--- config.mk ---
export PLATFORM = sky130hd
export DESIGN_NAME = assist_mode_ctrl
export DESIGN_NICKNAME = d
export VERILOG_FILES = /design/src/rtl/eb_assist_pkg.sv /design/src/rtl/btn_debounce.sv /design/src/rtl/assist_mode_ctrl.sv
export SDC_FILE = /design/constraint.sdc
export NUM_CORES = 1
export LEC_CHECK = 0
export CAP_MARGIN = 5
export CORE_MARGIN = 4
export CORE_UTILIZATION = 32
export DETAILED_ROUTE_END_ITERATION = 6
export GPL_TIMING_DRIVEN = 0
export PLACE_DENSITY = 0.59
export SYNTH_ARGS = -nofsm -noshare
export SYNTH_HDL_FRONTEND = slang
export SYNTH_SLANG_ARGS = --single-unit
--- constraint.sdc ---
create_clock -name clk -period 4.8 [get_ports clk]
set_input_delay 1.44 -clock clk [delete_from_list [all_inputs] [get_ports clk]]
set_output_delay 1.44 -clock clk [all_outputs]
set_load 0.02 [all_outputs]
--- src/rtl/eb_assist_pkg.sv ---
// rtl/eb_assist_pkg.sv - shared types and constants for the assist-level controller
package eb_assist_pkg;

  typedef enum logic [1:0] {ACTIVE, OFF, LOWBATT} assist_state_t;
  typedef logic [1:0] setting_t;

  localparam setting_t SETTING_RST = 2'b10;
  localparam logic [7:0] GAIN_TBL [4] = '{8'd64, 8'd128, 8'd192, 8'd255};

  // Low-battery operation never runs above level 1.
  function automatic setting_t lowbatt_cap(input setting_t s);
    return (s > 2'd1) ? 2'd1 : s;
  endfunction

endpackage

--- src/rtl/btn_debounce.sv ---
// rtl/btn_debounce.sv - 2-flop synchronizer and debounce with rise/fall pulses
module btn_debounce #(
  parameter int DB_CNT = 50_000
) (
  input  logic clk,
  input  logic rst_n,
  input  logic i_btn,
  output logic o_level,
  output logic o_rise,
  output logic o_fall
);

  localparam int CW = $clog2(DB_CNT + 1);

  logic          r_sync1;
  logic          r_sync2;
  logic          r_level;
  logic          r_rise;
  logic          r_fall;
  logic [CW-1:0] r_cnt;

  always_ff @(posedge clk or negedge rst_n) begin
    if (!rst_n) begin
      r_sync1 <= 1'b0;
      r_sync2 <= 1'b0;
      r_level <= 1'b0;
      r_rise  <= 1'b0;
      r_fall  <= 1'b0;
      r_cnt   <= '0;
    end else begin
      r_sync1 <= i_btn;
      r_sync2 <= r_sync1;
      r_rise  <= 1'b0;
      r_fall  <= 1'b0;
      // Any sample agreeing with the accepted level restarts the stability count.
      if (r_sync2 == r_level) begin
        r_cnt <= '0;
      end else if (r_cnt == CW'(DB_CNT - 1)) begin
        r_cnt   <= '0;
        r_level <= r_sync2;
        r_rise  <= r_sync2;
        r_fall  <= ~r_sync2;
      end else begin
        r_cnt <= r_cnt + 1'b1;
      end
    end
  end

  assign o_level = r_level;
  assign o_rise  = r_rise;
  assign o_fall  = r_fall;

endmodule

--- src/rtl/assist_mode_ctrl.sv ---
// rtl/assist_mode_ctrl.sv - assist-level FSM, press classification and torque gain ramp
module assist_mode_ctrl
  import eb_assist_pkg::*;
#(
  parameter int DB_CNT    = 50_000,
  parameter int LONG_CNT  = 50_000_000,
  parameter int RAMP_DIV  = 10_000,
  parameter int RAMP_STEP = 4
) (
  input  logic       clk,
  input  logic       rst_n,
  input  logic       tgglMd,
  input  logic       batt_low,
  output logic [1:0] setting,
  output logic       assist_en,
  output logic [7:0] gain,
  output logic       ramp_busy
);

  localparam int TW = $clog2(LONG_CNT + 1);
  localparam int PW = (RAMP_DIV > 1) ? $clog2(RAMP_DIV) : 1;
  localparam logic [7:0] STEP8 = 8'(RAMP_STEP);

  logic          w_level;
  logic          w_rise;
  logic          w_fall;
  logic          w_short;
  logic          w_long;
  logic [TW-1:0] r_timer;

  assist_state_t r_state;
  assist_state_t w_ent;
  assist_state_t w_nxt_state;
  setting_t      r_set;
  setting_t      w_nxt_set;
  setting_t      w_nxt_eff;

  logic [PW-1:0] r_pre;
  logic          w_step;
  logic [7:0]    w_target;
  logic [7:0]    w_gain_nxt;

  btn_debounce #(.DB_CNT(DB_CNT)) u_db (
    .clk     (clk),
    .rst_n   (rst_n),
    .i_btn   (tgglMd),
    .o_level (w_level),
    .o_rise  (w_rise),
    .o_fall  (w_fall)
  );

  // Timer holds its count through the fall cycle so the release can be classified.
  always_ff @(posedge clk or negedge rst_n) begin
    if (!rst_n) begin
      r_timer <= '0;
    end else if (!w_level) begin
      r_timer <= '0;
    end else if (w_rise) begin
      r_timer <= TW'(1);
    end else if (r_timer != TW'(LONG_CNT)) begin
      r_timer <= r_timer + 1'b1;
    end
  end

  assign w_long  = w_level && (r_timer == TW'(LONG_CNT - 1));
  assign w_short = w_fall && (r_timer < TW'(LONG_CNT));

  // A battery-low entry in the same cycle as a press makes the press obey LOWBATT rules.
  always_comb begin
    w_ent       = (r_state == ACTIVE && batt_low) ? LOWBATT : r_state;
    w_nxt_state = w_ent;
    w_nxt_set   = r_set;
    case (w_ent)
      ACTIVE: begin
        if (w_long)       w_nxt_state = OFF;
        else if (w_short) w_nxt_set   = r_set + 2'd1;
      end
      OFF: begin
        if (w_long) w_nxt_state = batt_low ? LOWBATT : ACTIVE;
      end
      LOWBATT: begin
        if (w_long)         w_nxt_state = OFF;
        else if (!batt_low) w_nxt_state = ACTIVE;
        if (w_short && !w_long)
          w_nxt_set = (lowbatt_cap(r_set) == 2'd0) ? 2'd1 : 2'd0;
      end
      default: w_nxt_state = ACTIVE;
    endcase
    w_nxt_eff = (w_nxt_state == LOWBATT) ? lowbatt_cap(w_nxt_set) : w_nxt_set;
  end

  always_ff @(posedge clk or negedge rst_n) begin
    if (!rst_n) begin
      r_state   <= ACTIVE;
      r_set     <= SETTING_RST;
      setting   <= SETTING_RST;
      assist_en <= 1'b1;
    end else begin
      r_state   <= w_nxt_state;
      r_set     <= w_nxt_set;
      setting   <= w_nxt_eff;
      assist_en <= (w_nxt_state != OFF);
    end
  end

  assign w_target = assist_en ? GAIN_TBL[setting] : 8'd0;
  assign w_step   = (r_pre == PW'(RAMP_DIV - 1));

  // Clamp to the target on the final step so the gain never overshoots or wraps.
  always_comb begin
    w_gain_nxt = gain;
    if (w_step) begin
      if (gain < w_target)
        w_gain_nxt = ((w_target - gain) <= STEP8) ? w_target : gain + STEP8;
      else if (gain > w_target)
        w_gain_nxt = ((gain - w_target) <= STEP8) ? w_target : gain - STEP8;
    end
  end

  always_ff @(posedge clk or negedge rst_n) begin
    if (!rst_n) begin
      r_pre     <= '0;
      gain      <= 8'd0;
      ramp_busy <= 1'b1;
    end else begin
      r_pre     <= w_step ? '0 : r_pre + 1'b1;
      gain      <= w_gain_nxt;
      ramp_busy <= (w_gain_nxt != w_target);
    end
  end

endmodule

; Yosys cells after proc, flatten, opt, wreduce, memory -nomap -nowiden
; Cells that the tools add are included.
[totals]
register_bits = 77
in_bits = 4
output_inout_bits = 12
wordCells = 87
[op_classes]
addsub = 8
n_lt_le_gt_ge = 8
eq_ne = 11
mux = 34
bitwise_logic = 3
reduce_logical = 9
[ops]
columns = op, n
row1 = $mux 26, 3
row2 = $mux 8, 8
row3 = $mux 16, 2
row4 = $add 26x1->26 const B, 1
row5 = $eq 26x26->1 const B, 1
row6 = $lt 26x26->1 const B, 1
row7 = $ne 26x26->1 const B, 1
row8 = $mux 2, 12
row9 = $add 16x1->16 const B, 1
row10 = $bmux 8 s2, 1
row11 = $eq 16x16->1 const B, 1
row12 = $le 8x3->1 const B, 2
row13 = $sub 8x8->8, 2
row14 = $add 14x1->14 const B, 1
row15 = $eq 14x14->1 const B, 1
row16 = $mux 14, 1
row17 = $add 8x3->8 const B, 1
row18 = $gt 8x8->1, 1
row19 = $lt 8x8->1, 1
row20 = $ne 8x8->1, 1
row21 = $sub 8x3->8 const B, 1
row22 = $logic_not 2->1, 3
row23 = $pmux 2 s3, 1
row24 = $mux 1, 5
row25 = 14 further kinds, 20

; Logic depth before layout (Yosys ltp)
[depth]
word_depth = 12
ltp_mapped = 15
mapped_depth_nobuf = 14

; Modules after synthesis
; A second synthesis with hierarchy kept.
[unflattened]
hier_cells = 525
area_unflattened_um2 = 4902.2
[modules_own_cells]
columns = module, instances, cells_per_inst, area_per_inst_um2, seq_area_each_um2
row1 = assist_mode_ctrl, 1, 435, 3917.5, 1406.3
row2 = btn_debounce, 1, 90, 984.7, 525.5

; Least setup slack after synthesis
; OpenSTA, ideal clock, no wires.
[synth_timing]
path_type = reg2reg
startpoint = reg setting[1]
endpoint = reg ramp_busy
setup_ps = 86
t_arrival_ps = 4005
t_required_ps = 4714
slack_ps = 710
path_stages_with_launch = 13
path_buffers = 0
synth_period_minus_slack_ps = 4090
path_cell_list = dfstp_2 nand3_1 inv_1 ha_1 nor2b_4 o21ba_4 o41a_4 xor2_2 nor3_2 a2111o_1 a32o_1 nand4b_1 a2111o_1
[synth_via]
elab_chain_len = 12
word_cells_on_any_way = 17
classes_between = add/sub: 2 / order compare: 4 / eq/ne: 1 / mux: 9 / bitwise: 1
[synth_lines]
columns = element, line
row1 = start: declaration, assist_mode_ctrl.sv:14  ; output logic [1:0] setting,
row2 = start signal: assignment, assist_mode_ctrl.sv:101  ; setting <= w_nxt_eff;
row3 = $not 2->3 (not written as such) (*), assist_mode_ctrl.sv:106  ; assign w_target = assist_en ? GAIN_TBL[setting] : 8'd0;
row4 = $bmux 8 s2 (*), assist_mode_ctrl.sv:106
row5 = $mux 8 (not written as such) (*) (2 in series), assist_mode_ctrl.sv:106
row6 = $mux 8 (*), assist_mode_ctrl.sv:106
row7 = $sub 8x8->8, assist_mode_ctrl.sv:116  ; w_gain_nxt = ((gain - w_target) <= STEP8) ? w_target : gain - STEP8;
row8 = $le 8x3->1, assist_mode_ctrl.sv:116
row9 = $mux 8, assist_mode_ctrl.sv:116
row10 = $mux 8, assist_mode_ctrl.sv:115  ; else if (gain > w_target)
row11 = $mux 8, assist_mode_ctrl.sv:113  ; if (gain < w_target)
row12 = $mux 8, assist_mode_ctrl.sv:112  ; if (w_step) begin
row13 = $ne 8x8->1 (*), assist_mode_ctrl.sv:128  ; ramp_busy <= (w_gain_nxt != w_target);
row14 = end signal: assignment, assist_mode_ctrl.sv:128
row15 = end: declaration, assist_mode_ctrl.sv:17  ; output logic ramp_busy
; Mark *: on every way between the ends. The rest lies on a longest branch, timed or not. The select of a mux whose other input is x is not followed.
; A chain may end at the register's enable or synchronous reset.

; Worst setup path after layout
[layout_timing]
startpoint = reg assist_en
endpoint = reg ramp_busy
[layout_via]
elab_chain_len = 8
word_cells_on_any_way = 13
classes_between = add/sub: 2 / order compare: 4 / eq/ne: 1 / mux: 6
[layout_lines]
columns = element, line
row1 = start: declaration, assist_mode_ctrl.sv:15  ; output logic assist_en,
row2 = start signal: assignment, assist_mode_ctrl.sv:102  ; assist_en <= (w_nxt_state != OFF);
row3 = $mux 8 (*), assist_mode_ctrl.sv:106
row4 = $sub 8x8->8, assist_mode_ctrl.sv:116
row5 = $le 8x3->1, assist_mode_ctrl.sv:116
row6 = $mux 8, assist_mode_ctrl.sv:116
row7 = $mux 8, assist_mode_ctrl.sv:115
row8 = $mux 8, assist_mode_ctrl.sv:113
row9 = $mux 8, assist_mode_ctrl.sv:112
row10 = $ne 8x8->1 (*), assist_mode_ctrl.sv:128
; Mark *: on every way between the ends. The rest lies on a longest branch, timed or not.

==> flow_summary.json <==
{
  "clk_pin_slew_worst_paths_ps": 60,
  "fin_crit_ps": 4570,
  "setup_viol": 0,
  "worstSetupPathType": "flip-flop to flip-flop",
  "highest_layer": "met4",
  "hold_path.class": "flip-flop to flip-flop",
  "slew_headroom_pct": 52.59,
  "diodes": 0,
  "num-nets-final": 601,
  "post_dp_cell_area_sq_um": 5445,
  "io_buffers": 15,
  "rows": 45,
  "io_pins": 16,
  "ys_ff_latch": 77,
  "first_global_vias": 3971,
  "wl_met2_um": 5300,
  "p_leak_nw": 2.474,
  "grt_max_degree": 42,
  "r2r_setup_slack_ps": 230,
  "ys_seq_area_share_pct": 38.53,
  "antenna_found_initial": 0,
  "synth_cell_type_count": 79,
  "die_x_um": 133.2,
  "syn_area_per_cell_sq_um": 9.284,
  "start_kind": "flip-flop",
  "clock_latency_ps": 330,
  "worst_ep_arrival_time_ps": 4820,
  "drt_wl_total_um": 11250,
  "synth_area_leaders": "dfrtp_1 (36%), ha_1 (6.2%), nor2_1 (5.5%), xor2_1 (5.4%), xnor2_1 (4.0%)",
  "die_area_sq_um": 17730,
  "vias_per_cell": 5.080,
  "max_freq_mhz": 218.8,
  "yosysTopAreaCellShare_pct": 36.44,
  "hold_violations": 0,
  "fill_cells": 1541,
  "wl_met3_um": 426,
  "synth-async-reset-ratio_pct": 100.0,
  "gp_congestion": 0.8881,
  "dr.first_iter.drc_count": 276,
  "vias": 4003,
  "synth_commonest_cells": "nor2_1 (74), dfrtp_1 (73), nand2_1 (43)",
  "dieHeight_um": 133.2,
  "antenna_left": 0,
  "synth_nets": 569,
  "synth.most_common_cell": "nor2_1",
  "cp_data_required_time_ps": 5050,
  "critPathMaxFanout": 10,
  "yosysWarnings": 0,
  "synth_ff_type": "dfrtp_1",
  "synth_top_area_cell": "dfrtp_1",
  "maxCapViolCount": 0,
  "layout.cells.non_filler": 788,
  "worst_pin_slew_ps": 709.1,
  "cts_tree": "yes",
  "design.core.area_sq_um": 15260,
  "dp_hpwl_um": 8201,
  "initial_core_util_pct": 32.86,
  "grt_usage_pct": 12.94,
  "status": "finished clean",
  "avgRoutedWirePerCell_um": 14.27,
  "cts_max_path_buffers": 2,
  "synth_edf_count": 0,
  "end_kind": "flip-flop",
  "stdcell_area_sq_um": 5802,
  "syn_area_sq_um": 5014,
  "drc": 0,
  "dp_cells": 767,
  "cts_made_buffers": 9,
  "area_delta_synth_final_pct": 15.72,
  "grt-ovfl-total": 0,
  "drive_gt1_share_pct": 11.09,
  "p_total_mw": 1.479,
  "cts-root-buf": "clkbuf_16",
  "clock_sinks": 77,
  "fin_worst_skew_ps": 11.18,
  "met1Wirelength_um": 5387,
  "cts_hold_buf": 0,
  "cellPowerDensity_nw_per_um2": 254.9,
  "period_share_pct": 95.20,
  "ir_drop_mv": 0.1504,
  "htree_levels": 3,
  "synth_cells": 540,
  "fin_util_pct": 38.02,
  "grt_first_pass_wirelength_um": 19260,
  "dr.pass1.iters": 6,
  "drv_slew": 0
}
## flip-flops by register name, summed over array words and instances (netlist names), 2 cells and up
register	cells
gain	8
r_pre	14
r_set	2
r_state	2
r_timer	26
setting	2
u_db.r_cnt	16
## critical path: stages, from the launching register on
cell        delay [ps]
dfstp_2            560
nand3_1            520
clkinvlp_4         240
buf_4              200
ha_1               320
nor2b_4            170
o21ba_4            210
o41a_4             450
xor2_2             360
nor3_2             150
a2111o_1           400
a32o_1             270
nand4b_1           190
a2111o_1           440
## power breakdown
part | switching [mW] | internal (mW)
clock | 0.273 | 0.456
combinational | 0.0602 | 0.0340
sequential | 0.00265 | 0.653
## kinds of logic after synthesis
logic type	after synthesis	synth area share [%]
xor gates and xnor gates	57	10.41
adders and majority gates	25	6.239
muxes	8	1.697
buffers and inverters	40	3.569
AOI/OAI and AO/OA	109	16.72
and+or+nand+nor	224	22.83
DFF	77	38.53
## area by class of cell
cell class	count	area (sq um)	share of cell area, %
Multi-Input combinational cell	423	2903	50.03
Clock inverter	6	86.33	1.488
Buffer	16	88.84	1.531
Clock buffer	10	229.0	3.947
Inverter	24	93.84	1.617
Timing Repair Buffer	21	205.2	3.537
Sequential cell	77	1932	33.30
Tap cell	211	264.0	4.550
## layer usage
metal | track usage, % | up-vias
met5 | 0 | -
met3 | 2.530 | 14
met4 | 3.486 | 0
met2 | 21.11 | 82
li1 | - | 1981
met1 | 17.65 | 1926
## per-stage QoR
| stage | worst slack, ps | setup TNS, ps | hold WS (ps) |
|---|---|---|---|
| finish | 230.4 | 0 | 347.9 |
| global route | -17.97 | -17.97 | 383.2 |
| CTS | 5.436 | 0 | 349.0 |
| detailed placement | 15.16 | 0 | 335.5 |
| global placement | -368.8 | -26380 | 341.3 |
| floorplan | 709.5 | 0 | 331.2 |
## layout by cell type (no fill, tap or decap), types with 5 or more instances in the layout
master,Yosys,final
nor2_1,74,74
nand4_1,10,10
a21o_1,10,10
clkbuf_16,0,9
clkbuf_1,9,10
nor3_1,10,10
xor2_1,31,31
a21oi_1,25,25
ha_1,25,25
and3_1,11,11
xnor2_1,23,23
and2_1,5,5
clkdlybuf4s50_1,0,14
nand2_1,43,43
dfrtp_1,73,73
inv_1,24,23
nand3_1,24,24
nand4b_1,5,5
or3_1,8,8
o21ai_0,22,22
nor2b_1,5,5
buf_4,3,9
## worst paths after layout
check | from | end | depth (start not counted)
max | assist_en$_DFF_PN1_ | ramp_busy$_DFF_PN1_ | 13
min | u_db.r_sync1$_DFF_PN0_ | u_db.r_sync2$_DFF_PN0_ | 0
max reg2reg | assist_en$_DFF_PN1_ | ramp_busy$_DFF_PN1_ | 13
min reg2reg | u_db.r_sync1$_DFF_PN0_ | u_db.r_sync2$_DFF_PN0_ | 0
max in group asynchronous | rst_n | setting[1]$_DFF_PN1_ | 2
min in group asynchronous | rst_n | u_db.r_cnt[8]$_DFF_PN0_ | 1
## repair_timing
| action | CTS | global route |
|---|---|---|
| resized for setup | 0 | 1 |
| endpoints found under the setup margin | 0 | 1 |
| buffers inserted | 0 | 5 |
(Power assumes the default switching activity.)
